[src/rtl/controle_partida_if.sv]
// Signal bundle between the match sequencer, the player inputs, the judge and the display.
// The slave modport is the sequencer's view. The master modport is the surrounding logic's view.
interface controle_partida_if #(
    parameter int SW = 3
);
    logic          Prs;
    logic [4:0]    selA;
    logic          okA;
    logic [4:0]    selB;
    logic          okB;
    logic [4:0]    jA;
    logic [4:0]    jB;
    logic          jPA;
    logic          jPB;
    logic          jE;
    logic          lockA;
    logic          lockB;
    logic [1:0]    res;
    logic          res_v;
    logic [SW-1:0] scA;
    logic [SW-1:0] scB;
    logic          fim;
    logic          venc;
    logic [2:0]    estado;

    modport slave (
        input  Prs, selA, okA, selB, okB, jPA, jPB, jE,
        output jA, jB, lockA, lockB, res, res_v, scA, scB, fim, venc, estado
    );

    modport master (
        output Prs, selA, okA, selB, okB, jPA, jPB, jE,
        input  jA, jB, lockA, lockB, res, res_v, scA, scB, fim, venc, estado
    );
endinterface

[src/rtl/controle_partida.sv]
// Match sequencer for the two-player five-choice game.
// Each player's choice stays hidden until both players have locked.
// The sequencer then shows both choices to the judge and samples the verdict.
// It keeps a score per player until one player reaches WIN.
module controle_partida #(
    parameter int WIN      = 3,
    parameter int SHOW_CYC = 4,
    parameter int SW       = 3
) (
    input  logic              clk,
    input  logic              rst,
    controle_partida_if.slave bus
);

    typedef enum logic [2:0] {
        IDLE   = 3'd0,
        COLETA = 3'd1,
        AVAL   = 3'd2,
        MOSTRA = 3'd3,
        FIM    = 3'd4
    } state_t;

    localparam int             CW       = (SHOW_CYC > 1) ? $clog2(SHOW_CYC) : 1;
    localparam logic [CW-1:0]  CNT_LAST = CW'(SHOW_CYC - 1);
    localparam logic [SW-1:0]  WIN_SC   = SW'(WIN);

    state_t        state_q, state_d;
    logic [4:0]    reg_a_q, reg_a_d;
    logic [4:0]    reg_b_q, reg_b_d;
    logic          lock_a_q, lock_a_d;
    logic          lock_b_q, lock_b_d;
    logic [1:0]    res_q, res_d;
    logic          res_v_q, res_v_d;
    logic [SW-1:0] sc_a_q, sc_a_d;
    logic [SW-1:0] sc_b_q, sc_b_d;
    logic          venc_q, venc_d;
    logic [CW-1:0] cnt_q, cnt_d;

    // State and datapath registers; reset returns everything to the idle state.
    always_ff @(posedge clk or posedge rst) begin
        if (rst) begin
            state_q  <= IDLE;
            reg_a_q  <= '0;
            reg_b_q  <= '0;
            lock_a_q <= 1'b0;
            lock_b_q <= 1'b0;
            res_q    <= 2'b00;
            res_v_q  <= 1'b0;
            sc_a_q   <= '0;
            sc_b_q   <= '0;
            venc_q   <= 1'b0;
            cnt_q    <= '0;
        end else begin
            // NOTE: non-blocking assignments so every flop samples the pre-edge values of the others.
            state_q  <= state_d;
            reg_a_q  <= reg_a_d;
            reg_b_q  <= reg_b_d;
            lock_a_q <= lock_a_d;
            lock_b_q <= lock_b_d;
            res_q    <= res_d;
            res_v_q  <= res_v_d;
            sc_a_q   <= sc_a_d;
            sc_b_q   <= sc_b_d;
            venc_q   <= venc_d;
            cnt_q    <= cnt_d;
        end
    end

    // Next-state logic: lock collection, verdict sampling, show timer, and match end.
    always_comb begin
        // NOTE: hold every register by default so that no branch can infer a latch.
        state_d  = state_q;
        reg_a_d  = reg_a_q;
        reg_b_d  = reg_b_q;
        lock_a_d = lock_a_q;
        lock_b_d = lock_b_q;
        res_d    = res_q;
        res_v_d  = 1'b0;
        sc_a_d   = sc_a_q;
        sc_b_d   = sc_b_q;
        venc_d   = venc_q;
        cnt_d    = cnt_q;

        if (bus.Prs) begin
            // A start or restart wins over any lock strobe or verdict in the same cycle.
            state_d  = COLETA;
            lock_a_d = 1'b0;
            lock_b_d = 1'b0;
            res_d    = 2'b00;
            sc_a_d   = '0;
            sc_b_d   = '0;
            venc_d   = 1'b0;
            cnt_d    = '0;
        end else begin
            unique case (state_q)
                IDLE: ;
                COLETA: begin
                    if (bus.okA && $onehot(bus.selA) && !lock_a_q) begin
                        reg_a_d  = bus.selA;
                        lock_a_d = 1'b1;
                    end
                    if (bus.okB && $onehot(bus.selB) && !lock_b_q) begin
                        reg_b_d  = bus.selB;
                        lock_b_d = 1'b1;
                    end
                    if (lock_a_d && lock_b_d) begin
                        state_d = AVAL;
                    end
                end
                AVAL: begin
                    // The draw verdict has priority. A cycle with no verdict asserted also counts as a draw.
                    if (bus.jE) begin
                        res_d = 2'b11;
                    end else if (bus.jPA) begin
                        res_d  = 2'b01;
                        sc_a_d = sc_a_q + SW'(1);
                    end else if (bus.jPB) begin
                        res_d  = 2'b10;
                        sc_b_d = sc_b_q + SW'(1);
                    end else begin
                        res_d = 2'b11;
                    end
                    res_v_d = 1'b1;
                    cnt_d   = '0;
                    state_d = MOSTRA;
                end
                MOSTRA: begin
                    if (cnt_q == CNT_LAST) begin
                        if (sc_a_q == WIN_SC) begin
                            state_d = FIM;
                            venc_d  = 1'b0;
                        end else if (sc_b_q == WIN_SC) begin
                            state_d = FIM;
                            venc_d  = 1'b1;
                        end else begin
                            state_d  = COLETA;
                            lock_a_d = 1'b0;
                            lock_b_d = 1'b0;
                            res_d    = 2'b00;
                        end
                    end else begin
                        cnt_d = cnt_q + CW'(1);
                    end
                end
                FIM: ;
                default: state_d = IDLE;
            endcase
        end
    end

    // The judge sees the choices only after both are latched. They stay visible through the show and end phases.
    always_comb begin
        if (state_q == AVAL || state_q == MOSTRA || state_q == FIM) begin
            bus.jA = reg_a_q;
            bus.jB = reg_b_q;
        end else begin
            bus.jA = '0;
            bus.jB = '0;
        end
    end

    assign bus.lockA  = lock_a_q;
    assign bus.lockB  = lock_b_q;
    assign bus.res    = res_q;
    assign bus.res_v  = res_v_q;
    assign bus.scA    = sc_a_q;
    assign bus.scB    = sc_b_q;
    assign bus.fim    = (state_q == FIM);
    assign bus.venc   = venc_q;
    assign bus.estado = state_q;

endmodule
[src/flat_wrapper.sv]
// flat-port wrapper written by rule: the top's interface ports become plain ports
module controle_partida_flat 
#(
    parameter int WIN      = 3,
    parameter int SHOW_CYC = 4,
    parameter int SW       = 3
)
  (clk, rst, bus_Prs, bus_selA, bus_okA, bus_selB, bus_okB, bus_jPA, bus_jPB, bus_jE, bus_jA, bus_jB, bus_lockA, bus_lockB, bus_res, bus_res_v, bus_scA, bus_scB, bus_fim, bus_venc, bus_estado);
  controle_partida_if #(.SW(SW)) bus_i ();
  input  logic clk;
  input  logic rst;
  input wire logic [$bits(bus_i.Prs)-1:0] bus_Prs;
  input wire logic [$bits(bus_i.selA)-1:0] bus_selA;
  input wire logic [$bits(bus_i.okA)-1:0] bus_okA;
  input wire logic [$bits(bus_i.selB)-1:0] bus_selB;
  input wire logic [$bits(bus_i.okB)-1:0] bus_okB;
  input wire logic [$bits(bus_i.jPA)-1:0] bus_jPA;
  input wire logic [$bits(bus_i.jPB)-1:0] bus_jPB;
  input wire logic [$bits(bus_i.jE)-1:0] bus_jE;
  output wire logic [$bits(bus_i.jA)-1:0] bus_jA;
  output wire logic [$bits(bus_i.jB)-1:0] bus_jB;
  output wire logic [$bits(bus_i.lockA)-1:0] bus_lockA;
  output wire logic [$bits(bus_i.lockB)-1:0] bus_lockB;
  output wire logic [$bits(bus_i.res)-1:0] bus_res;
  output wire logic [$bits(bus_i.res_v)-1:0] bus_res_v;
  output wire logic [$bits(bus_i.scA)-1:0] bus_scA;
  output wire logic [$bits(bus_i.scB)-1:0] bus_scB;
  output wire logic [$bits(bus_i.fim)-1:0] bus_fim;
  output wire logic [$bits(bus_i.venc)-1:0] bus_venc;
  output wire logic [$bits(bus_i.estado)-1:0] bus_estado;
  assign bus_i.Prs = bus_Prs;
  assign bus_i.selA = bus_selA;
  assign bus_i.okA = bus_okA;
  assign bus_i.selB = bus_selB;
  assign bus_i.okB = bus_okB;
  assign bus_i.jPA = bus_jPA;
  assign bus_i.jPB = bus_jPB;
  assign bus_i.jE = bus_jE;
  assign bus_jA = bus_i.jA;
  assign bus_jB = bus_i.jB;
  assign bus_lockA = bus_i.lockA;
  assign bus_lockB = bus_i.lockB;
  assign bus_res = bus_i.res;
  assign bus_res_v = bus_i.res_v;
  assign bus_scA = bus_i.scA;
  assign bus_scB = bus_i.scB;
  assign bus_fim = bus_i.fim;
  assign bus_venc = bus_i.venc;
  assign bus_estado = bus_i.estado;
  controle_partida #(.WIN(WIN), .SHOW_CYC(SHOW_CYC), .SW(SW)) u_core (.clk(clk), .rst(rst), .bus(bus_i));
endmodule
[config.mk]
export PLATFORM = sky130hd
export DESIGN_NAME = controle_partida_flat
export DESIGN_NICKNAME = d
export VERILOG_FILES = /design/src/rtl/controle_partida_if.sv /design/src/rtl/controle_partida.sv /design/src/flat_wrapper.sv
export SDC_FILE = /design/constraint.sdc
export NUM_CORES = 1
export LEC_CHECK = 0
export CORE_MARGIN = 1.5
export CORE_UTILIZATION = 25
export CTS_BUF_LIST = sky130_fd_sc_hd__clkbuf_4 sky130_fd_sc_hd__clkbuf_8
export CTS_CLUSTER_SIZE = 10
export DETAILED_ROUTE_END_ITERATION = 16
export PLACE_DENSITY = 0.52
export SKIP_LAST_GASP = 1
export SLEW_MARGIN = 20
export SYNTH_ARGS = -nofsm -noshare
export SYNTH_HDL_FRONTEND = slang
export SYNTH_SLANG_ARGS = --single-unit
[constraint.sdc]
create_clock -name clk -period 1.7 [get_ports clk]
set_input_delay 0.255 -clock clk [delete_from_list [all_inputs] [get_ports clk]]
set_output_delay 0.255 -clock clk [all_outputs]
set_load 0.02 [all_outputs]
==> results of run 1 <==
==> report_power, final <==
part | internal [W] | switching, W
Sequential | 0.000770 | 0.0000718
Clock | 0.000165 | 0.000216
Combinational | 0.000356 | 0.000179
==> through the flow <==
step	setup WS (ns)	power, W	utilization	instance area, sq um	hold slack [ns]
6_report	-0.281	0.00176	0.430	2560	0.208
5_1_grt	-0.380	0.00186	0.430	2560	0.195
4_1_cts	-0.349	0.00178	0.425	2530	0.203
3_5_place_dp	-1.08	0.00130	0.389	2320	0.490
3_3_place_gp	-1.06	0.00128	0.389	2320	0.484
2_1_floorplan	-0.370	0.00113	-	1660	0.308
==> layout make-up <==
cell class | instances | area, sq um
Sequential cell | 27 | 679
Clock buffer | 3 | 41.3
Multi-Input combinational cell | 96 | 982
Fill cell | 568 | 3390
Tap cell | 75 | 93.8
Timing Repair Buffer | 73 | 712
Inverter | 13 | 48.8
Clock inverter | 1 | 5.00
==> flip-flops by register name, indices dropped and copies added, names as in the netlist, 2 cells and up <==
register           flops
u_core.bus.scB         3
u_core.bus.scA         3
u_core.reg_a_q         5
u_core.reg_b_q         5
u_core.bus.res         2
u_core.bus.estado      3
u_core.cnt_q           2
==> kinds of logic after synthesis <==
family,after synthesis,share of synthesized area
buf+inv,18,0.0460
flops,27,0.436
compound gates,32,0.130
simple gates,41,0.191
mux,10,0.0726
fa+ha+maj,13,0.124
==> layout by cell type, fill, tap and decap left out, types with 2 or more instances in the layout <==
cell,netlist,routed
ha_1,9,5
ha_4,0,4
nor3_4,2,2
nor2b_2,0,9
nand2b_1,5,5
dfrtp_2,0,3
o21a_1,2,2
clkdlybuf4s15_1,0,2
nor2_1,2,2
o32ai_1,3,2
inv_1,13,11
a21oi_4,0,2
clkdlybuf4s50_1,0,20
buf_6,0,7
a211oi_2,0,2
buf_8,0,4
nor2b_1,11,2
inv_2,0,2
o21ai_0,7,7
or3_1,2,2
fa_2,0,2
nand4_1,2,2
clkbuf_8,0,3
buf_4,1,26
nor3b_1,4,3
dfrtp_1,27,24
a21oi_1,13,10
mux2_4,0,10
or4b_4,1,2
fa_1,4,2
clkdlybuf4s15_2,0,8
nand3_1,2,2
dlygate4sd2_1,0,4
and2_1,2,2
or3b_4,0,2
a311oi_1,2,2
==> path summary, 6_finish.rpt <==
path | startpoint | to | slack (ns) | cells after the start
min | bus_selB[0] | u_core.reg_b_q[0] | 0.21 | 2
min in group asynchronous | rst | u_core.reg_a_q[2] | 0.34 | 3
max | bus_selB[0] | u_core.bus.estado[0] | -0.28 | 9
max in group asynchronous | rst | u_core.bus.scA[0] | 1.06 | 3
min reg2reg | u_core.reg_a_q[1] | u_core.reg_a_q[1] | 0.51 | 1
max reg2reg | u_core.bus.estado[2] | u_core.reg_a_q[3] | -0.19 | 5
==> per-layer routing <==
layer | global-route usage | part of all wire
met1 | 0.180 | 0.48
met2 | 0.215 | 0.49
met3 | 0.0122 | 0.020
met4 | 0.0441 | 0.011
met5 | 0 | 0
==> what timing repair did <==
| action | in CTS | in global routing |
|---|---|---|
| endpoints found under the setup margin | 32 | 33 |
| resized for setup | 97 | 6 |
| pin swaps | 16 | 12 |
| buffers inserted | 10 | 1 |
| gates cloned | 0 | 0 |
==> results.ini, run 1 <==
[placement]
gp_congestion = 0.756
numPortBuffers = 43
detailed_place_hpwl_um = 2830
placed_cells = 275

[timing]
tightest_slew_ns = 0.375
finalCritPeriodShare = 1.17
timing.fmax_ghz = 0.505
fin_tns_setup_ns = -5.14
final.setup.worst_slack_ns = -0.281
finalCriticalPeriod_ns = 1.98
setup_viol = 27
slew_headroom = 0.750
rsz0062_at_grt = true
finalClockSkew_ns = 0.00725
finalHoldViolCount = 0
drv_slew = 0

[routing]
drtIter0Drc = 34
drt_first_pass_iters = 2
vias = 1323
drt-wirelength-per-cell_um = 13.7
antenna_left = 0
routed_wl_um = 3940
vias_per_cell = 4.59
drc_errors = 0

[worst_setup_path]
cp-end-kind = register
required_ns = 1.87
critPathBufInv = 3
path_max_fanout = 2
critical_path_arrival_ns = 2.15
crit_chain = buf_8, ha_4, fa_2, inv_2, fa_1, nand4_1, buf_4, a22o_1, a2111o_1
crit_slowest_cell = fa_1
path_delay_family = adder cells
critPathLaunchType = input pin
max_stage_delay_ns = 0.48
worstSetupPathType = in -> reg

[outcome]
violations = negative setup slack
status = complete, but fails checks

[synth]
yosys_warnings = 0
synth_edf_count = 0
synth_cell_type_count = 32
synth_top_cell_area_share = 0.436
synthFlopType = dfrtp_1
synth_seq_cells = 27
yosys-top-cells-area = dfrtp_1 44%, ha_1 7.3%, mux2_2 7.3%, fa_1 5.2%, nor2b_1 4.4%
netlist_instances = 141
yosysMostFrequentCell = dfrtp_1
synth_largest_area_cell = dfrtp_1
syn-cell-area_sq_um = 1550
avgSynthCellArea_sq_um = 11.0
synth_nets = 172
ys_seq_area_frac = 0.436
synth_commonest_cells = 27 x dfrtp_1, 13 x a21oi_1, 13 x inv_1, 11 x nor2b_1, 10 x mux2_2
synth_async_sr_flop_share = 1.00

[clocking]
clock_latency_ns = 0.28
cts_max_level = 1
clock-root-buffer = clkbuf_8
clk_pin_slew_ns = 0.10
cts_hold_buf = 0
cts_made_buffers = 3
clockBufferDepth = 2
cts_num_sinks = 27
cts_tree = done

[grt]
antenna_found_initial = 0
grt_pass1_vias = 1396
grt_max_degree = 28
grt-ovfl-total = 0
grt_usage = 0.131
grt_pass1_wl_um = 6740

[power_and_ir_drop]
pwr_density_cell_nw_per_um2 = 686
power_leakage_nw = 1.06
ir_drop_v = 0.000398

[cells_and_area]
diodes = 0
drive_gt1_frac = 0.441
fin_cells = 288
final_nets = 245
area_delta_synth_final_pct = 65.3

[floorplanning]
die_w_um = 81.7
die_y_um = 81.7
core_area_sq_um = 5960
io_pins = 44
rows = 28
die-area_sq_um = 6680
start_util = 0.260

[hold_path]
hold_class = in -> reg

[flow_run]
maxCapViolations = 0

Note: power is estimated with default switching activity, not from simulation.
==> inputs of run 2 (changes only) <==
RECOVER_POWER = 100   (was not set)
==> run 2 against run 1 <==
The flow still finishes with violations (negative setup slack). Utilization down 0.46 points. Global-route usage unchanged. Cell count unchanged. Critical path type unchanged. Highest routed layer unchanged.
==> results.ini, run 2 (synthesis results as in run 1) <==
[worst_setup_path]
critPathBufInv = 4
worstRegToRegCells = 5
required_ns = 1.87
crit_chain = buf_8, ha_4, fa_2, inv_2, fa_1, nand4_1, buf_4, nor3_4, buf_6, mux2_4
critical_path_arrival_ns = 2.15
path_max_fanout = 5
r2r-start = u_core.bus.estado[2]
r2r_end = u_core.reg_a_q[3]
max_stage_delay_ns = 0.48
path_delay_family = adder cells
critPathLaunchType = input pin
cp-end-kind = register
worstSetupPathType = in -> reg
cp_num_cells = 10
crit_slowest_cell = fa_1
r2r_slack_ns = -0.20

[clocking]
clock-root-buffer = clkbuf_8
cts_hold_buf = 0
cts_num_sinks = 27
cts_max_level = 1
cts_tree = done
clockBufferDepth = 2
clock_latency_ns = 0.27
clk_pin_slew_ns = 0.10
cts_made_buffers = 3

[power_and_ir_drop]
power_w = 0.00175
ir_drop_v = 0.000394
power_leakage_nw = 1.06
pwr_density_cell_nw_per_um2 = 691

[timing]
setup_viol = 27
timing.fmax_ghz = 0.504
finalCritPeriodShare = 1.17
slew_headroom = 0.507
finalClockSkew_ns = 0.00605
tightest_slew_ns = 0.740
finalCriticalPeriod_ns = 1.98
fin_tns_setup_ns = -5.09
final.setup.worst_slack_ns = -0.284
finalHoldViolCount = 0
rsz0062_at_grt = true
drv_slew = 0

[flow_run]
maxCapViolations = 0

[routing]
drt_first_pass_iters = 3
wl_met1_um = 1910
wl_met3_um = 80
antenna_left = 0
routed_wl_um = 3930
vias = 1317
dr_wl_met2_um = 1900
drt-wirelength-per-cell_um = 13.6
drc_errors = 0
highest_layer = met4
vias_per_cell = 4.57
drtIter0Drc = 30

[outcome]
violations = negative setup slack
status = complete, but fails checks

[grt]
grt-ovfl-total = 0
grt_usage = 0.131
antenna_found_initial = 0
grt_pass1_vias = 1396
grt_pass1_wl_um = 6740
grt_max_degree = 28

[cells_and_area]
layout_commonest_cell = dfrtp_1
final_nets = 245
utilization = 0.426
fin_cells = 288
drive_gt1_frac = 0.427
top_regs = u_core.reg_a_q (5), u_core.reg_b_q (5)
area_delta_synth_final_pct = 63.5
design_area_sq_um = 2530
final_cell_mix = 24 x dfrtp_1, 20 x buf_4, 11 x inv_1, 11 x a21oi_1
diodes = 0

[placement]
placed_cells = 275
numPortBuffers = 43
detailed_place_hpwl_um = 2830
gp_congestion = 0.756
dpl_cell_area_sq_um = 2320

[hold_path]
hold_class = in -> reg
min_to = u_core.reg_b_q[0]
min_path_cells = 2
min-delay-start = bus_selB[0]

[floorplanning]
core_area_sq_um = 5960
io_pins = 44
die_y_um = 81.7
die-area_sq_um = 6680
start_util = 0.260
die_w_um = 81.7
rows = 28

run 2: worst max path at each step:
stage / start / to
floorplan: bus_selB[1] / u_core.reg_b_q[1]
global placement: bus_selB[0] / u_core.reg_b_q[4]
detailed placement: bus_selB[1] / u_core.reg_b_q[4]
CTS: bus_selB[2] / u_core.bus.estado[0]
global route: bus_selB[1] / u_core.reg_b_q[4]
finish: bus_selB[0] / u_core.reg_b_q[4]
run 2: layout make-up:
type	count	area, sq um
clock buffer	3	41.3
fill	571	3420
sequential	27	679
multi-input combinational	96	978
inverter	13	48.8
clock inverter	1	5.00
timing repair buffer	73	688
tap	75	93.8
run 2: report_power, final:
part	switching (W)	internal (W)	total, W
combinational	0.000178	0.000352	0.000531
sequential	0.0000716	0.000770	0.000842
clock	0.000214	0.000164	0.000378
total	0.000464	0.00129	0.00175
run 2: stage by stage:
stage	hold WS, ns	worst slack, ns
CTS	0.203	-0.349
global route	0.195	-0.380
global placement	0.484	-1.06
finish	0.210	-0.284
detailed placement	0.490	-1.08
floorplan	0.308	-0.370
run 2: routing by layer:
| layer | vias up | GRT usage |
|---|---|---|
| met3 | 2 | 0.0122 |
| met2 | 16 | 0.215 |
| met4 | 0 | 0.0441 |
| met5 | - | 0 |
| li1 | 649 | - |
| met1 | 650 | 0.180 |
run 2: repair_timing:
| item | 4_1_cts | 5_1_grt |
|---|---|---|
| resized for setup | 97 | 6 |
| buffers inserted | 10 | 1 |
| endpoints found under the hold margin | 0 | 0 |
| pin swaps | 16 | 12 |
| endpoints found under the setup margin | 32 | 33 |
==> inputs of run 3 (changes only) <==
ABC_AREA = 1   (was not set)
PLACE_DENSITY = 0.5   (was 0.52)
clock period = 2.6 ns   (was 1.7 ns; I/O delays follow)
==> run 3 against run 2 <==
The run ends with max-capacitance violations, max-slew violations left. Critical path depth did not move. Largest power group is now combinational logic. Synthesized area is 2.4% higher. Clock-buffer cell count is the same. First-iteration DRC count increased by 10%. Clock power down 37%. Worst setup slack improved by 0.39 ns. Wire length decreased by 4.9%. Hold slack better by 0.26 ns. Total power shrank 8.6%. Global-route usage fell by 0.81 points. Combinational power is 39% higher. Cell count rose by 13%. Largest cell class unchanged.
==> results.ini, run 3 <==
[cells_and_area]
area_delta_synth_final_pct = 37.4
final_nets = 283
seqCellArea_sq_um = 676
drive_gt1_frac = 0.0757
utilization = 0.362
fill_cells = 660
design_area_sq_um = 2180
top_regs = u_core.reg_a_q (5), u_core.reg_b_q (5)
diodes = 0
multiInputGateArea_sq_um = 782
final_cell_mix = 58 x nand2_1, 33 x inv_1, 27 x dfrtp_1, 26 x dlygate4sd3_1
layout_commonest_cell = nand2_1

[routing]
vias_per_cell = 4.29
drt_first_pass_iters = 3
drtIter0Drc = 33
drt-wirelength-per-cell_um = 11.5
antenna_left = 0
drc_errors = 0
routed_wl_um = 3740
vias = 1400

[power_and_ir_drop]
power_leakage_nw = 1.13
swShare = 0.415
seqPwrFrac = 0.390
p_int_w = 0.000937
ir_drop_v = 0.000322
pwr_density_cell_nw_per_um2 = 734
combPwrFrac = 0.460
clock_power_share = 0.150
power_switching_w = 0.000664

[worst_setup_path]
crit_slowest_cell = fa_1
r2r_end = u_core.reg_b_q[3]
path_max_fanout = 6
critPathLaunchType = input pin
path_delay_family = adder cells
cp-end-kind = register
worstRegToRegCells = 8
worstSetupPathType = in -> reg
critical_path_arrival_ns = 2.66
max_stage_delay_ns = 0.47
crit_chain = clkdlybuf4s50_1, ha_1, fa_1, inv_1, fa_1, nand2_1, nor3_2, nand2_1, nand2_1, nand2_1
required_ns = 2.76
critPathBufInv = 2
cpMostUsedCell = nand2_1
r2r_slack_ns = 0.87
r2r-start = u_core.bus.estado[2]

[synth]
synth_cell_type_count = 23
yosys_warnings = 0
yosysMostFrequentCell = nand2_1
synth_edf_count = 0
synthFlopType = dfrtp_1
netlist_instances = 202
synth_largest_area_cell = dfrtp_1
avgSynthCellArea_sq_um = 7.86
yosys-top-cells-area = dfrtp_1 43%, nand2_1 13%, inv_1 7.6%, ha_1 7.1%, nand3_1 6.3%
synth_top_cell_area_share = 0.426
synth_async_sr_flop_share = 1.00
synth_seq_cells = 27
syn-cell-area_sq_um = 1590
synth_nets = 233
ys_seq_area_frac = 0.426
synth_commonest_cells = 57 x nand2_1, 32 x inv_1, 27 x dfrtp_1, 20 x nand3_1, 18 x nor2_1

[grt]
grt-ovfl-total = 0
grt_pass1_vias = 1429
antenna_found_initial = 0
grt_max_degree = 28
grt_usage = 0.123
grt_pass1_wl_um = 6460

[clocking]
post_cts_resized = 0
clock-root-buffer = clkbuf_8
clockBufferDepth = 2
cts_made_buffers = 3
cts_hold_buf = 0
clk_pin_slew_ns = 0.09
cts_num_sinks = 27
cts_max_level = 1
clock_latency_ns = 0.27
post_cts_buffers = 0
cts_tree = done

[hold_path]
min_to = u_core.reg_b_q[0]
min_path_cells = 2
min-delay-start = u_core.reg_b_q[0]
hold_class = reg -> reg

[timing]
timing.fmax_ghz = 0.400
finalCritPeriodShare = 0.961
finalHoldViolCount = 0
whs_ns = 0.474
tightest_slew_ns = 1.54
drv_slew = 28
final.setup.worst_slack_ns = 0.102
finalCriticalPeriod_ns = 2.50
fin_tns_setup_ns = 0
finalClockSkew_ns = 0.00998
slew_headroom = -0.0292
rsz0062_at_grt = true
setup_viol = 0

[placement]
dpl_cell_area_sq_um = 2130
numPortBuffers = 43
detailed_place_hpwl_um = 2850
preCtsSetupSlack_ns = -0.176
gp_congestion = 0.810

[outcome]
violations = max-capacitance violations, max-slew violations
status = complete, but fails checks

[floorplanning]
start_util = 0.263
io_pins = 44
core_area_sq_um = 6030
die_w_um = 82.7
die-area_sq_um = 6840
rows = 28
die_y_um = 82.7

[flow_run]
maxCapViolations = 1

## run 3: worst max-delay path by stage
stage | cells past startpoint | slack (ns) | to | startpoint
2_1_floorplan | 10 | 0.49 | u_core.bus.estado[1] | bus_selA[0]
3_3_place_gp | 11 | -0.17 | u_core.bus.estado[1] | bus_selA[0]
3_5_place_dp | 11 | -0.18 | u_core.bus.estado[1] | bus_selA[0]
4_1_cts | 6 | 0.07 | bus_jB[4] | u_core.bus.estado[2]
5_1_grt | 10 | -0.07 | u_core.reg_a_q[1] | bus_selA[2]
6_report | 10 | 0.10 | u_core.reg_b_q[3] | bus_selB[0]
## run 3: per-layer routing
layer | vias up | GRT usage | share of wire
met5 | - | 0 | 0
met4 | 0 | 0.0200 | 0.0051
met3 | 5 | 0.0319 | 0.058
met2 | 35 | 0.212 | 0.46
met1 | 635 | 0.156 | 0.48
li1 | 725 | - | -
## run 3: power groups by stage
stage | Combinational, W | Sequential, W | Clock [W]
2_1_floorplan | 0.000434 | 0.000664 | 0
3_3_place_gp | 0.000759 | 0.000637 | 0
3_5_place_dp | 0.000765 | 0.000633 | 0
4_1_cts | 0.000770 | 0.000626 | 0.000256
5_1_grt | 0.000837 | 0.000644 | 0.000270
6_report | 0.000737 | 0.000624 | 0.000239
## run 3: logic make-up (layout without fill, tap and decap cells)
group / after synthesis / count (layout) / synth area share
simple gates: 109 / 109 / 0.304
fa+ha+maj: 13 / 13 / 0.121
compound gates: 15 / 15 / 0.0496
buf+inv: 36 / 85 / 0.0883
flops: 27 / 27 / 0.426
xor+xnor: 2 / 2 / 0.0110
## run 3: area by class of cell
cell class | instances | area share
clock buffers | 3 | 0.0189
clock inverters | 1 | 0.00229
inverters | 34 | 0.0585
multi-input cells | 139 | 0.358
flip-flops and latches | 27 | 0.310
well taps | 75 | 0.0430
repair buffers | 47 | 0.209
## run 3: per-stage QoR
| step | total power [W] | cells |
|---|---|---|
| after floorplan | 0.00110 | 202 |
| after global placement | 0.00140 | 322 |
| after detailed placement | 0.00140 | 322 |
| after CTS | 0.00165 | 326 |
| after global routing | 0.00175 | 326 |
| final | 0.00160 | 326 |
## run 3: worst reg2reg max path, cell delays in order (launching register included)
cell and delay (ns):
dfrtp_1 0.46, inv_1 0.13, nand2_1 0.07, inv_2 0.09
nand2_2 0.06, nor2_2 0.38, nand2_1 0.25, nand2_1 0.12
nand2_1 0.05
